$ cat src/rtl/seg7_readback.sv
`default_nettype none
// ============================================================================
// Module   : seg7_readback
// Brief    : Debounced reader that decodes a two-digit 7-segment display back
//            to BCD/binary, flags illegal codes and counts accepted changes.
//            Optional: SEG7_BLANK_EN lets a blank tens digit (7'h00) read as 0.
// Revision : 1.0 - initial release
// ============================================================================
module seg7_readback #(
    parameter int STABLE_CYCLES = 4,
    parameter int CNT_W         = 16
) (
    input  logic             clk,
    input  logic             Reset,
    input  logic [6:0]       Tens,
    input  logic [6:0]       Ones,
    output logic [3:0]       bcd_tens,
    output logic [3:0]       bcd_ones,
    output logic [6:0]       value,
    output logic             valid,
    output logic             invalid,
    output logic [CNT_W-1:0] update_cnt
);

    localparam int c_stab_w = $clog2(STABLE_CYCLES + 1);
    localparam logic [c_stab_w-1:0] c_stab_max = c_stab_w'(STABLE_CYCLES);

`ifdef SEG7_BLANK_EN
    localparam logic c_blank_en = 1'b1;
`else
    localparam logic c_blank_en = 1'b0;
`endif

    typedef enum logic [1:0] {
        ST_IDLE   = 2'd0,
        ST_SETTLE = 2'd1,
        ST_ACCEPT = 2'd2,
        ST_LOCKED = 2'd3
    } state_t;

    state_t              r_state;
    state_t              w_next;
    logic [13:0]         r_samp;
    logic [c_stab_w-1:0] r_stab;
    logic [c_stab_w-1:0] w_stab_next;
    logic                r_have;
    logic                w_diff;
    logic [4:0]          w_tens_dec;
    logic [4:0]          w_ones_dec;
    logic                w_legal;
    logic [6:0]          w_value;

    // Returns {legal, digit}; blank_ok admits an unlit digit as 0.
    function automatic logic [4:0] seg_decode(input logic [6:0] seg, input logic blank_ok);
        logic [4:0] d;
        case (seg)
            7'h7E:   d = {1'b1, 4'd0};
            7'h30:   d = {1'b1, 4'd1};
            7'h6D:   d = {1'b1, 4'd2};
            7'h79:   d = {1'b1, 4'd3};
            7'h33:   d = {1'b1, 4'd4};
            7'h5B:   d = {1'b1, 4'd5};
            7'h5F:   d = {1'b1, 4'd6};
            7'h70:   d = {1'b1, 4'd7};
            7'h7F:   d = {1'b1, 4'd8};
            7'h7B:   d = {1'b1, 4'd9};
            7'h00:   d = blank_ok ? {1'b1, 4'd0} : 5'd0;
            default: d = 5'd0;
        endcase
        return d;
    endfunction

    assign w_diff      = ({Tens, Ones} != r_samp);
    assign w_stab_next = w_diff ? '0 :
                         (r_stab == c_stab_max) ? r_stab : r_stab + c_stab_w'(1);
    assign w_tens_dec  = seg_decode(r_samp[13:7], c_blank_en);
    assign w_ones_dec  = seg_decode(r_samp[6:0], 1'b0);
    assign w_legal     = w_tens_dec[4] & w_ones_dec[4];
    assign w_value     = 7'(w_tens_dec[3:0]) * 7'd10 + 7'(w_ones_dec[3:0]);

    always_comb begin
        w_next = r_state;
        case (r_state)
            ST_IDLE:   w_next = ST_SETTLE;
            ST_SETTLE: if (!w_diff && w_stab_next == c_stab_max) w_next = ST_ACCEPT;
            ST_ACCEPT: w_next = w_diff ? ST_SETTLE : ST_LOCKED;
            ST_LOCKED: if (w_diff) w_next = ST_SETTLE;
            default:   w_next = ST_IDLE;
        endcase
    end

    always_ff @(posedge clk or negedge Reset) begin
        if (!Reset) begin
            r_state    <= ST_IDLE;
            r_samp     <= '0;
            r_stab     <= '0;
            r_have     <= 1'b0;
            bcd_tens   <= '0;
            bcd_ones   <= '0;
            value      <= '0;
            valid      <= 1'b0;
            invalid    <= 1'b0;
            update_cnt <= '0;
        end else begin
            r_state <= w_next;
            r_samp  <= {Tens, Ones};
            r_stab  <= w_stab_next;
            valid   <= 1'b0;
            // ACCEPT judges the pattern that settled, even if the pins move now.
            if (r_state == ST_ACCEPT) begin
                if (!w_legal) begin
                    invalid <= 1'b1;
                end else begin
                    invalid <= 1'b0;
                    if (!r_have || w_value != value) begin
                        r_have     <= 1'b1;
                        bcd_tens   <= w_tens_dec[3:0];
                        bcd_ones   <= w_ones_dec[3:0];
                        value      <= w_value;
                        valid      <= 1'b1;
                        update_cnt <= update_cnt + CNT_W'(1);
                    end
                end
            end
        end
    end

endmodule
`default_nettype wire

$ cat config.mk
export PLATFORM = sky130hd
export DESIGN_NAME = seg7_readback
export DESIGN_NICKNAME = d
export VERILOG_FILES = /design/src/rtl/seg7_readback.sv
export SDC_FILE = /design/constraint.sdc
export NUM_CORES = 1
export LEC_CHECK = 0
export BUFFER_PORTS_ARGS = -buffer_cell sky130_fd_sc_hd__buf_2
export CAP_MARGIN = 5
export CORE_MARGIN = 2
export CORE_UTILIZATION = 61
export CTS_CLUSTER_SIZE = 40
export DETAILED_ROUTE_END_ITERATION = 16
export PLACE_DENSITY = 0.85
export SYNTH_ARGS = -nofsm -noshare
export SYNTH_HDL_FRONTEND = slang
export SYNTH_SLANG_ARGS = --single-unit
$ cat constraint.sdc
create_clock -name clk -period 8.44 [get_ports clk]
set_input_delay 1.688 -clock clk [delete_from_list [all_inputs] [get_ports clk]]
set_output_delay 1.688 -clock clk [all_outputs]
set_load 0.05 [all_outputs]
==> results of run 1 <==
[cell type report]
type	count	area [um^2]	area share
Clock buffer	6	72.6	0.0216
Sequential cell	52	1300	0.387
Multi-Input combinational cell	193	1570	0.467
Clock inverter	2	35.0	0.0104
Tap cell	67	83.8	0.0249
Inverter	14	52.6	0.0156
Timing Repair Buffer	49	248	0.0737
[per-stage QoR]
step           cells  cell area (um^2)
6_report         383              3360
4_1_cts          383              3360
5_1_grt          383              3360
2_1_floorplan    269              2980
3_3_place_gp     375              3250
3_5_place_dp     375              3250
[sequential cells by signal (all words and copies together) (netlist names)]
signal and flops:
value 6, invalid 1, r_state 2, r_stab 3, r_have 1, bcd_ones 4
r_samp 14, update_cnt 16, valid 1, bcd_tens 4
[logic make-up (layout without fill, tap and decap cells)]
| kind of cell | count (synthesis) | count (layout) | synth area share |
|---|---|---|---|
| muxes | 13 | 13 | 0.0483 |
| buffers and inverters | 24 | 71 | 0.0365 |
| adders and majority gates | 14 | 14 | 0.0638 |
| DFF | 52 | 52 | 0.437 |
| xor gates and xnor gates | 45 | 45 | 0.144 |
| AOI/OAI and AO/OA | 43 | 43 | 0.119 |
| and+or+nand+nor | 78 | 78 | 0.151 |
[worst paths after layout]
check | from | to | slack, ns | cells after the start
max | r_samp[8] | update_cnt[1] | 3.68 | 13
min | r_have | r_have | 0.48 | 1
max reg2reg | r_samp[8] | update_cnt[1] | 3.68 | 13
min reg2reg | r_have | r_have | 0.48 | 1
max in group asynchronous | Reset | r_state[1] | 6.53 | 2
min in group asynchronous | Reset | value[1] | 1.48 | 2
[cell usage after synthesis (all sizes together) (4+ instances only)]
| cell type | number | area, um^2 |
|---|---|---|
| a21oi | 11 | 66.3 |
| nor4 | 5 | 46.3 |
| nor2 | 13 | 51.3 |
| inv | 14 | 52.6 |
| nand3b | 4 | 30.0 |
| xnor2 | 10 | 95.1 |
| mux2 | 11 | 124 |
| buf | 9 | 52.6 |
| or3 | 4 | 25.0 |
| nand4 | 4 | 25.0 |
| ha | 12 | 150 |
| a211oi | 8 | 60.1 |
| nand2b | 4 | 25.0 |
| dfrtp | 52 | 1300 |
| nand3 | 13 | 70.1 |
| a2111oi | 6 | 82.6 |
| xor2 | 33 | 289 |
| o21ai | 6 | 30.0 |
| nand2 | 14 | 52.6 |
[per-layer routing]
metal  up-vias  routed length, um
met4         0                 94
li1       1048                  -
met3        10                199
met2        44               2640
met5         -                  0
met1      1012               2490
[critical path: stages (launching register included)]
cell,delay (ns)
sky130_fd_sc_hd__dfrtp_1,0.46
sky130_fd_sc_hd__nand2b_1,0.19
sky130_fd_sc_hd__or3_1,0.35
sky130_fd_sc_hd__nor2_1,0.27
sky130_fd_sc_hd__o21ai_0,0.21
sky130_fd_sc_hd__inv_1,0.14
sky130_fd_sc_hd__ha_1,0.25
sky130_fd_sc_hd__ha_1,0.21
sky130_fd_sc_hd__inv_1,0.07
sky130_fd_sc_hd__fa_1,0.46
sky130_fd_sc_hd__nor3b_1,0.36
sky130_fd_sc_hd__xnor3_1,0.54
sky130_fd_sc_hd__a21oi_2,0.73
sky130_fd_sc_hd__mux2_2,0.41
[power by group through the flow]
stage	logic, mW	clock network (mW)	registers [mW]
finish	0.0283	0.168	0.259
global route	0.0325	0.180	0.260
CTS	0.0290	0.171	0.259
detailed placement	0.0287	0	0.264
global placement	0.0282	0	0.264
floorplan	0.0191	0	0.260
==> flow_results.xml, run 1 <==
<?xml version="1.0" encoding="UTF-8"?>
<metrics>
  <group name="clocking">
    <metric name="clock_sink_count" unit="">52</metric>
    <metric name="cts_tree" unit="">built</metric>
    <metric name="cts-root-to-sink-buffers" unit="">2</metric>
    <metric name="clk-insertion-delay-late" unit="ns">0.31</metric>
    <metric name="numCtsBuffers" unit="">5</metric>
    <metric name="ctsRootBufferMaster" unit="">sky130_fd_sc_hd__clkbuf_8</metric>
    <metric name="post_cts_resize_count" unit="">0</metric>
    <metric name="cts_post_setup_buffers_inserted" unit="">0</metric>
    <metric name="clkTransAtPathRegs" unit="ns">0.09</metric>
    <metric name="holdBufCountCts" unit="">0</metric>
    <metric name="htree_levels" unit="">2</metric>
  </group>
  <group name="global_routing">
    <metric name="first_global_vias" unit="">1979</metric>
    <metric name="gr-usage-met1" unit="">0.296</metric>
    <metric name="grt.met2_usage" unit="">0.354</metric>
    <metric name="maximum_number_of_pins_on_one_net_before_global_route_repair" unit="">53</metric>
    <metric name="grt_pass1_wl" unit="um">9090</metric>
    <metric name="top_usage_layer" unit="">met2</metric>
    <metric name="antenna_violations_before_repair" unit="">0</metric>
    <metric name="gr_met3_demand_resource" unit="">0.0480</metric>
    <metric name="congestion_overflow_gr" unit="">0</metric>
    <metric name="grt_usage" unit="">0.220</metric>
  </group>
  <group name="timing">
    <metric name="slew_headroom" unit="">0.280</metric>
    <metric name="timing.hold.ws" unit="ns">0.480</metric>
    <metric name="layout_setup_ws" unit="ns">3.68</metric>
    <metric name="final-setup-viol-count" unit="">0</metric>
    <metric name="worstMarginPinSlew" unit="ns">1.07</metric>
    <metric name="grt_setup_unrepaired" unit="">false</metric>
    <metric name="min_period_over_period" unit="">0.564</metric>
    <metric name="fmax" unit="MHz">210</metric>
    <metric name="clock_skew" unit="ns">0.0114</metric>
    <metric name="setup_total_negative_slack" unit="ns">0</metric>
    <metric name="timing.final.max_slew_violations" unit="">0</metric>
    <metric name="finalHoldViolations" unit="">0</metric>
    <metric name="final.min_clock_period" unit="ns">4.76</metric>
  </group>
  <group name="pwr">
    <metric name="p_sw" unit="mW">0.103</metric>
    <metric name="intPower" unit="mW">0.353</metric>
    <metric name="power_per_cell_area" unit="nW/um^2">135</metric>
    <metric name="p_total" unit="mW">0.455</metric>
    <metric name="cellLeakagePower" unit="nW">1.65</metric>
    <metric name="seq_power_share" unit="">0.569</metric>
    <metric name="power.share.clock" unit="">0.369</metric>
    <metric name="power.switching_fraction" unit="">0.225</metric>
    <metric name="power.share.combinational" unit="">0.062</metric>
    <metric name="irDropWorstVdd" unit="mV">0.137</metric>
  </group>
  <group name="final_layout">
    <metric name="area_growth_syn_to_layout" unit="%">12.9</metric>
    <metric name="final_layout_size_suffix_gt1_frac" unit="">0.234</metric>
    <metric name="layout.core_utilization" unit="">0.712</metric>
    <metric name="commonest_non_fill_non_tap_cell_in_the_layout" unit="">sky130_fd_sc_hd__dfrtp_1</metric>
    <metric name="most_frequent_cells_in_the_layout" unit="">sky130_fd_sc_hd__dfrtp_1, sky130_fd_sc_hd__buf_2, sky130_fd_sc_hd__xor2_1, sky130_fd_sc_hd__inv_1, sky130_fd_sc_hd__nand2_1</metric>
    <metric name="n_fill_cell" unit="">361</metric>
    <metric name="numnets_final" unit="">345</metric>
    <metric name="antennaDiodeCount" unit="">0</metric>
  </group>
  <group name="yosys">
    <metric name="netlist_instances" unit="">269</metric>
    <metric name="syn_nets" unit="">299</metric>
    <metric name="combined_area_of_all_synthesized_cells" unit="um^2">2980</metric>
    <metric name="post_synth.cell_area_avg" unit="um^2">11.1</metric>
    <metric name="postSynthRegisterBits" unit="">52</metric>
    <metric name="yosysWarningCount" unit="">0</metric>
    <metric name="synth_cell_types" unit="">51</metric>
    <metric name="fraction_of_synthesis_flops_using_an_asynchronous_set_or_reset_pin" unit="">1.00</metric>
    <metric name="seq_area_frac_synth" unit="">0.437</metric>
    <metric name="ys.flop_type" unit="">sky130_fd_sc_hd__dfrtp_1</metric>
    <metric name="post_synth_edffs" unit="">0</metric>
  </group>
  <group name="floorplanning">
    <metric name="floorplan.rows" unit="">25</metric>
    <metric name="io_count" unit="">49</metric>
    <metric name="floorplan.die_area" unit="um^2">5460</metric>
    <metric name="fp.dieH" unit="um">73.9</metric>
    <metric name="floorplan.die.width" unit="um">73.9</metric>
    <metric name="initial_utilization" unit="">0.631</metric>
    <metric name="floorplan.core_area" unit="um^2">4720</metric>
  </group>
  <group name="outcome">
    <metric name="outcome" unit="">finished, final reports clean</metric>
  </group>
  <group name="detailed_routing">
    <metric name="routed_wl" unit="um">5420</metric>
    <metric name="detail_route.drc_violations" unit="">0</metric>
    <metric name="dr.first_iter.drc_count" unit="">127</metric>
    <metric name="routed_wire_length_per_instance" unit="um">14.2</metric>
    <metric name="drtPass1Iterations" unit="">4</metric>
    <metric name="drt-vias-per-instance" unit="">5.52</metric>
    <metric name="route.vias.total" unit="">2114</metric>
    <metric name="detail-route-antenna-nets" unit="">0</metric>
  </group>
  <group name="critical_path">
    <metric name="worst_ep_required_time" unit="ns">8.64</metric>
    <metric name="worstPathMaxFanout" unit="">16</metric>
    <metric name="timing.critical_path.to_type" unit="">flip-flop</metric>
    <metric name="timing.setup.critical_path_class" unit="">reg2reg</metric>
    <metric name="crit_start_category" unit="">flip-flop</metric>
    <metric name="arrival" unit="ns">4.96</metric>
  </group>
  <group name="min_path">
    <metric name="hold_path_class" unit="">reg2reg</metric>
  </group>
  <group name="placed_design">
    <metric name="finalWeightedCongestion" unit="">0.782</metric>
    <metric name="place_hpwl" unit="um">4110</metric>
    <metric name="buffer_ports.inserted" unit="">48</metric>
    <metric name="dp_worst_slack" unit="ns">3.69</metric>
  </group>
  <group name="flow_run">
    <metric name="max_cap_violations" unit="">0</metric>
  </group>
</metrics>
(Power assumes the default switching activity.)
==> inputs of run 2 (changes only) <==
Settings changed: CORE_UTILIZATION 61 to 51, PLACE_DENSITY 0.85 to 0.76.
Clock period 8.44 ns to 4.35 ns, I/O delays scaled along.
==> run 2 against run 1 <==
Net effect:
- critical endpoint is now bcd_ones[2]
- die area up 19%
- clock power up 68%
- critical path type unchanged
- fmax up 21%
- via count up 0.76%
- sequential power up 95%
- setup slack worse by 3.3 ns
- global-route usage down 2.6 points
- critical path depth up 3
==> flow_results.xml, run 2 (synthesis results as in run 1) <==
<?xml version="1.0" encoding="UTF-8"?>
<metrics>
  <group name="critical_path">
    <metric name="r2r_setup_slk" unit="ns">0.42</metric>
    <metric name="worst_ep_required_time" unit="ns">4.53</metric>
    <metric name="timing.setup.critical_path_class" unit="">reg2reg</metric>
    <metric name="crit_start_category" unit="">flip-flop</metric>
    <metric name="reg2reg_to" unit="">bcd_ones[2]</metric>
    <metric name="critical_path.reg2reg.startpoint" unit="">r_samp[8]</metric>
    <metric name="timing.critical_path.slowest_stage_cell" unit="">sky130_fd_sc_hd__fa_1</metric>
    <metric name="path_delay_family" unit="">adder cells</metric>
    <metric name="crit_path_cell_trace" unit="">nand2b_1 -&gt; or3_1 -&gt; nor2_1 -&gt; o21ai_0 -&gt; inv_1 -&gt; ha_1 -&gt; ha_1 -&gt; inv_1 -&gt; fa_1 -&gt; xnor2_1 -&gt; xnor2_1 -&gt; nor4_4 -&gt; buf_4 -&gt; a21oi_2 -&gt; buf_4 -&gt; mux2_1</metric>
    <metric name="arrival" unit="ns">4.11</metric>
    <metric name="crit_path_max_incr_delay" unit="ns">0.48</metric>
    <metric name="timing.critical_path.to_type" unit="">flip-flop</metric>
    <metric name="worst_r2r_path_depth" unit="">16</metric>
    <metric name="worstPathMaxFanout" unit="">16</metric>
    <metric name="cp_num_buf_inv" unit="">4</metric>
  </group>
  <group name="clocking">
    <metric name="ctsRootBufferMaster" unit="">sky130_fd_sc_hd__clkbuf_8</metric>
    <metric name="clk-insertion-delay-late" unit="ns">0.30</metric>
    <metric name="htree_levels" unit="">2</metric>
    <metric name="holdBufCountCts" unit="">0</metric>
    <metric name="clock_sink_count" unit="">52</metric>
    <metric name="numCtsBuffers" unit="">5</metric>
    <metric name="cts_post_setup_buffers_inserted" unit="">0</metric>
    <metric name="clkTransAtPathRegs" unit="ns">0.10</metric>
    <metric name="post_cts_resize_count" unit="">0</metric>
    <metric name="cts_tree" unit="">built</metric>
    <metric name="cts-root-to-sink-buffers" unit="">2</metric>
  </group>
  <group name="final_layout">
    <metric name="final_layout_size_suffix_gt1_frac" unit="">0.250</metric>
    <metric name="most_frequent_cells_in_the_layout" unit="">sky130_fd_sc_hd__dfrtp_1, sky130_fd_sc_hd__buf_2, sky130_fd_sc_hd__xor2_1, sky130_fd_sc_hd__inv_1, sky130_fd_sc_hd__nand2_1</metric>
    <metric name="n_fill_cell" unit="">494</metric>
    <metric name="antennaDiodeCount" unit="">0</metric>
    <metric name="commonest_non_fill_non_tap_cell_in_the_layout" unit="">sky130_fd_sc_hd__dfrtp_1</metric>
    <metric name="largest_register_ffs" unit="">16</metric>
    <metric name="max_flop_register" unit="">update_cnt</metric>
    <metric name="numnets_final" unit="">349</metric>
    <metric name="final-instance-count-excl-fill" unit="">392</metric>
    <metric name="reg_top3" unit="">update_cnt (16), r_samp (14), value (6)</metric>
    <metric name="area_growth_syn_to_layout" unit="%">13.7</metric>
  </group>
  <group name="floorplanning">
    <metric name="fp.dieH" unit="um">80.4</metric>
    <metric name="floorplan.core_area" unit="um^2">5570</metric>
    <metric name="floorplan.rows" unit="">27</metric>
    <metric name="floorplan.die_area" unit="um^2">6470</metric>
    <metric name="floorplan.die.width" unit="um">80.4</metric>
    <metric name="initial_utilization" unit="">0.534</metric>
    <metric name="io_count" unit="">49</metric>
  </group>
  <group name="timing">
    <metric name="fmax" unit="MHz">255</metric>
    <metric name="final-setup-viol-count" unit="">0</metric>
    <metric name="setup_total_negative_slack" unit="ns">0</metric>
    <metric name="final.min_clock_period" unit="ns">3.93</metric>
    <metric name="grt_setup_unrepaired" unit="">false</metric>
    <metric name="timing.final.max_slew_violations" unit="">0</metric>
    <metric name="worstMarginPinSlew" unit="ns">0.895</metric>
    <metric name="min_period_over_period" unit="">0.903</metric>
    <metric name="clock_skew" unit="ns">0.0124</metric>
    <metric name="finalHoldViolations" unit="">0</metric>
    <metric name="slew_headroom" unit="">0.396</metric>
  </group>
  <group name="detailed_routing">
    <metric name="dr.first_iter.drc_count" unit="">49</metric>
    <metric name="drt-vias-per-instance" unit="">5.43</metric>
    <metric name="route.vias.total" unit="">2130</metric>
    <metric name="routed_wl" unit="um">5720</metric>
    <metric name="detail_route.drc_violations" unit="">0</metric>
    <metric name="drtPass1Iterations" unit="">4</metric>
    <metric name="detail-route-antenna-nets" unit="">0</metric>
    <metric name="routed_wire_length_per_instance" unit="um">14.6</metric>
  </group>
  <group name="min_path">
    <metric name="hold_start" unit="">update_cnt[15]</metric>
    <metric name="hold_path_class" unit="">reg2reg</metric>
    <metric name="timing.hold.worst_endpoint" unit="">update_cnt[15]</metric>
    <metric name="timing.hold.worst_path_depth" unit="">1</metric>
  </group>
  <group name="global_routing">
    <metric name="grt_usage" unit="">0.195</metric>
    <metric name="antenna_violations_before_repair" unit="">0</metric>
    <metric name="grt_pass1_wl" unit="um">9850</metric>
    <metric name="first_global_vias" unit="">2070</metric>
    <metric name="congestion_overflow_gr" unit="">0</metric>
    <metric name="maximum_number_of_pins_on_one_net_before_global_route_repair" unit="">53</metric>
  </group>
  <group name="pwr">
    <metric name="power_per_cell_area" unit="nW/um^2">248</metric>
    <metric name="p_total" unit="mW">0.841</metric>
    <metric name="cellLeakagePower" unit="nW">1.67</metric>
    <metric name="irDropWorstVdd" unit="mV">0.185</metric>
  </group>
  <group name="placed_design">
    <metric name="finalWeightedCongestion" unit="">0.793</metric>
    <metric name="placed_cells" unit="">384</metric>
    <metric name="buffer_ports.inserted" unit="">48</metric>
    <metric name="place_hpwl" unit="um">4220</metric>
  </group>
  <group name="outcome">
    <metric name="outcome" unit="">finished, final reports clean</metric>
  </group>
  <group name="flow_run">
    <metric name="max_cap_violations" unit="">0</metric>
  </group>
</metrics>
## run 2: area by class of cell
type,instances,area [um^2],share of cell area
clock inverters,2,10.0,0.00295
well taps,72,90.1,0.0266
inverters,14,52.6,0.0155
multi-input cells,193,1570,0.465
flip-flops and latches,52,1300,0.384
repair buffers,53,278,0.0820
clock buffers,6,82.6,0.0244
## run 2: through the flow
step                       util  setup WS (ns)  instance area (um^2)  hold slack (ns)
final                     0.608          0.424                  3390            0.479
after global routing      0.608         0.0958                  3390            0.499
after CTS                 0.607          0.278                  3380            0.479
after detailed placement  0.590          0.360                  3290            0.457
after global placement    0.590          0.514                  3290            0.455
after floorplan               -          0.374                  2980            0.434
## run 2: per-layer routing
metal	part of all wire	vias up	GRT usage
met3	0.046	4	0.0371
met2	0.48	58	0.308
met4	0.0073	0	0.0475
met5	0	-	0
met1	0.47	1017	0.276
li1	-	1051	-
## run 2: how the worst max path moves through the flow
stage | start | endpoint | cells past startpoint
floorplan | r_samp[8] | bcd_ones[1] | 14
global placement | r_samp[11] | update_cnt[14] | 14
detailed placement | r_samp[8] | update_cnt[5] | 14
CTS | r_samp[8] | update_cnt[5] | 14
global route | r_samp[8] | bcd_ones[2] | 16
finish | r_samp[8] | bcd_ones[2] | 16
## run 2: power by group
group	total (mW)	internal, mW	leakage (nW)	switching, mW
combinational	0.0559	0.0242	0.931	0.0316
sequential	0.504	0.489	0.689	0.0140
clock	0.282	0.127	0.0510	0.154
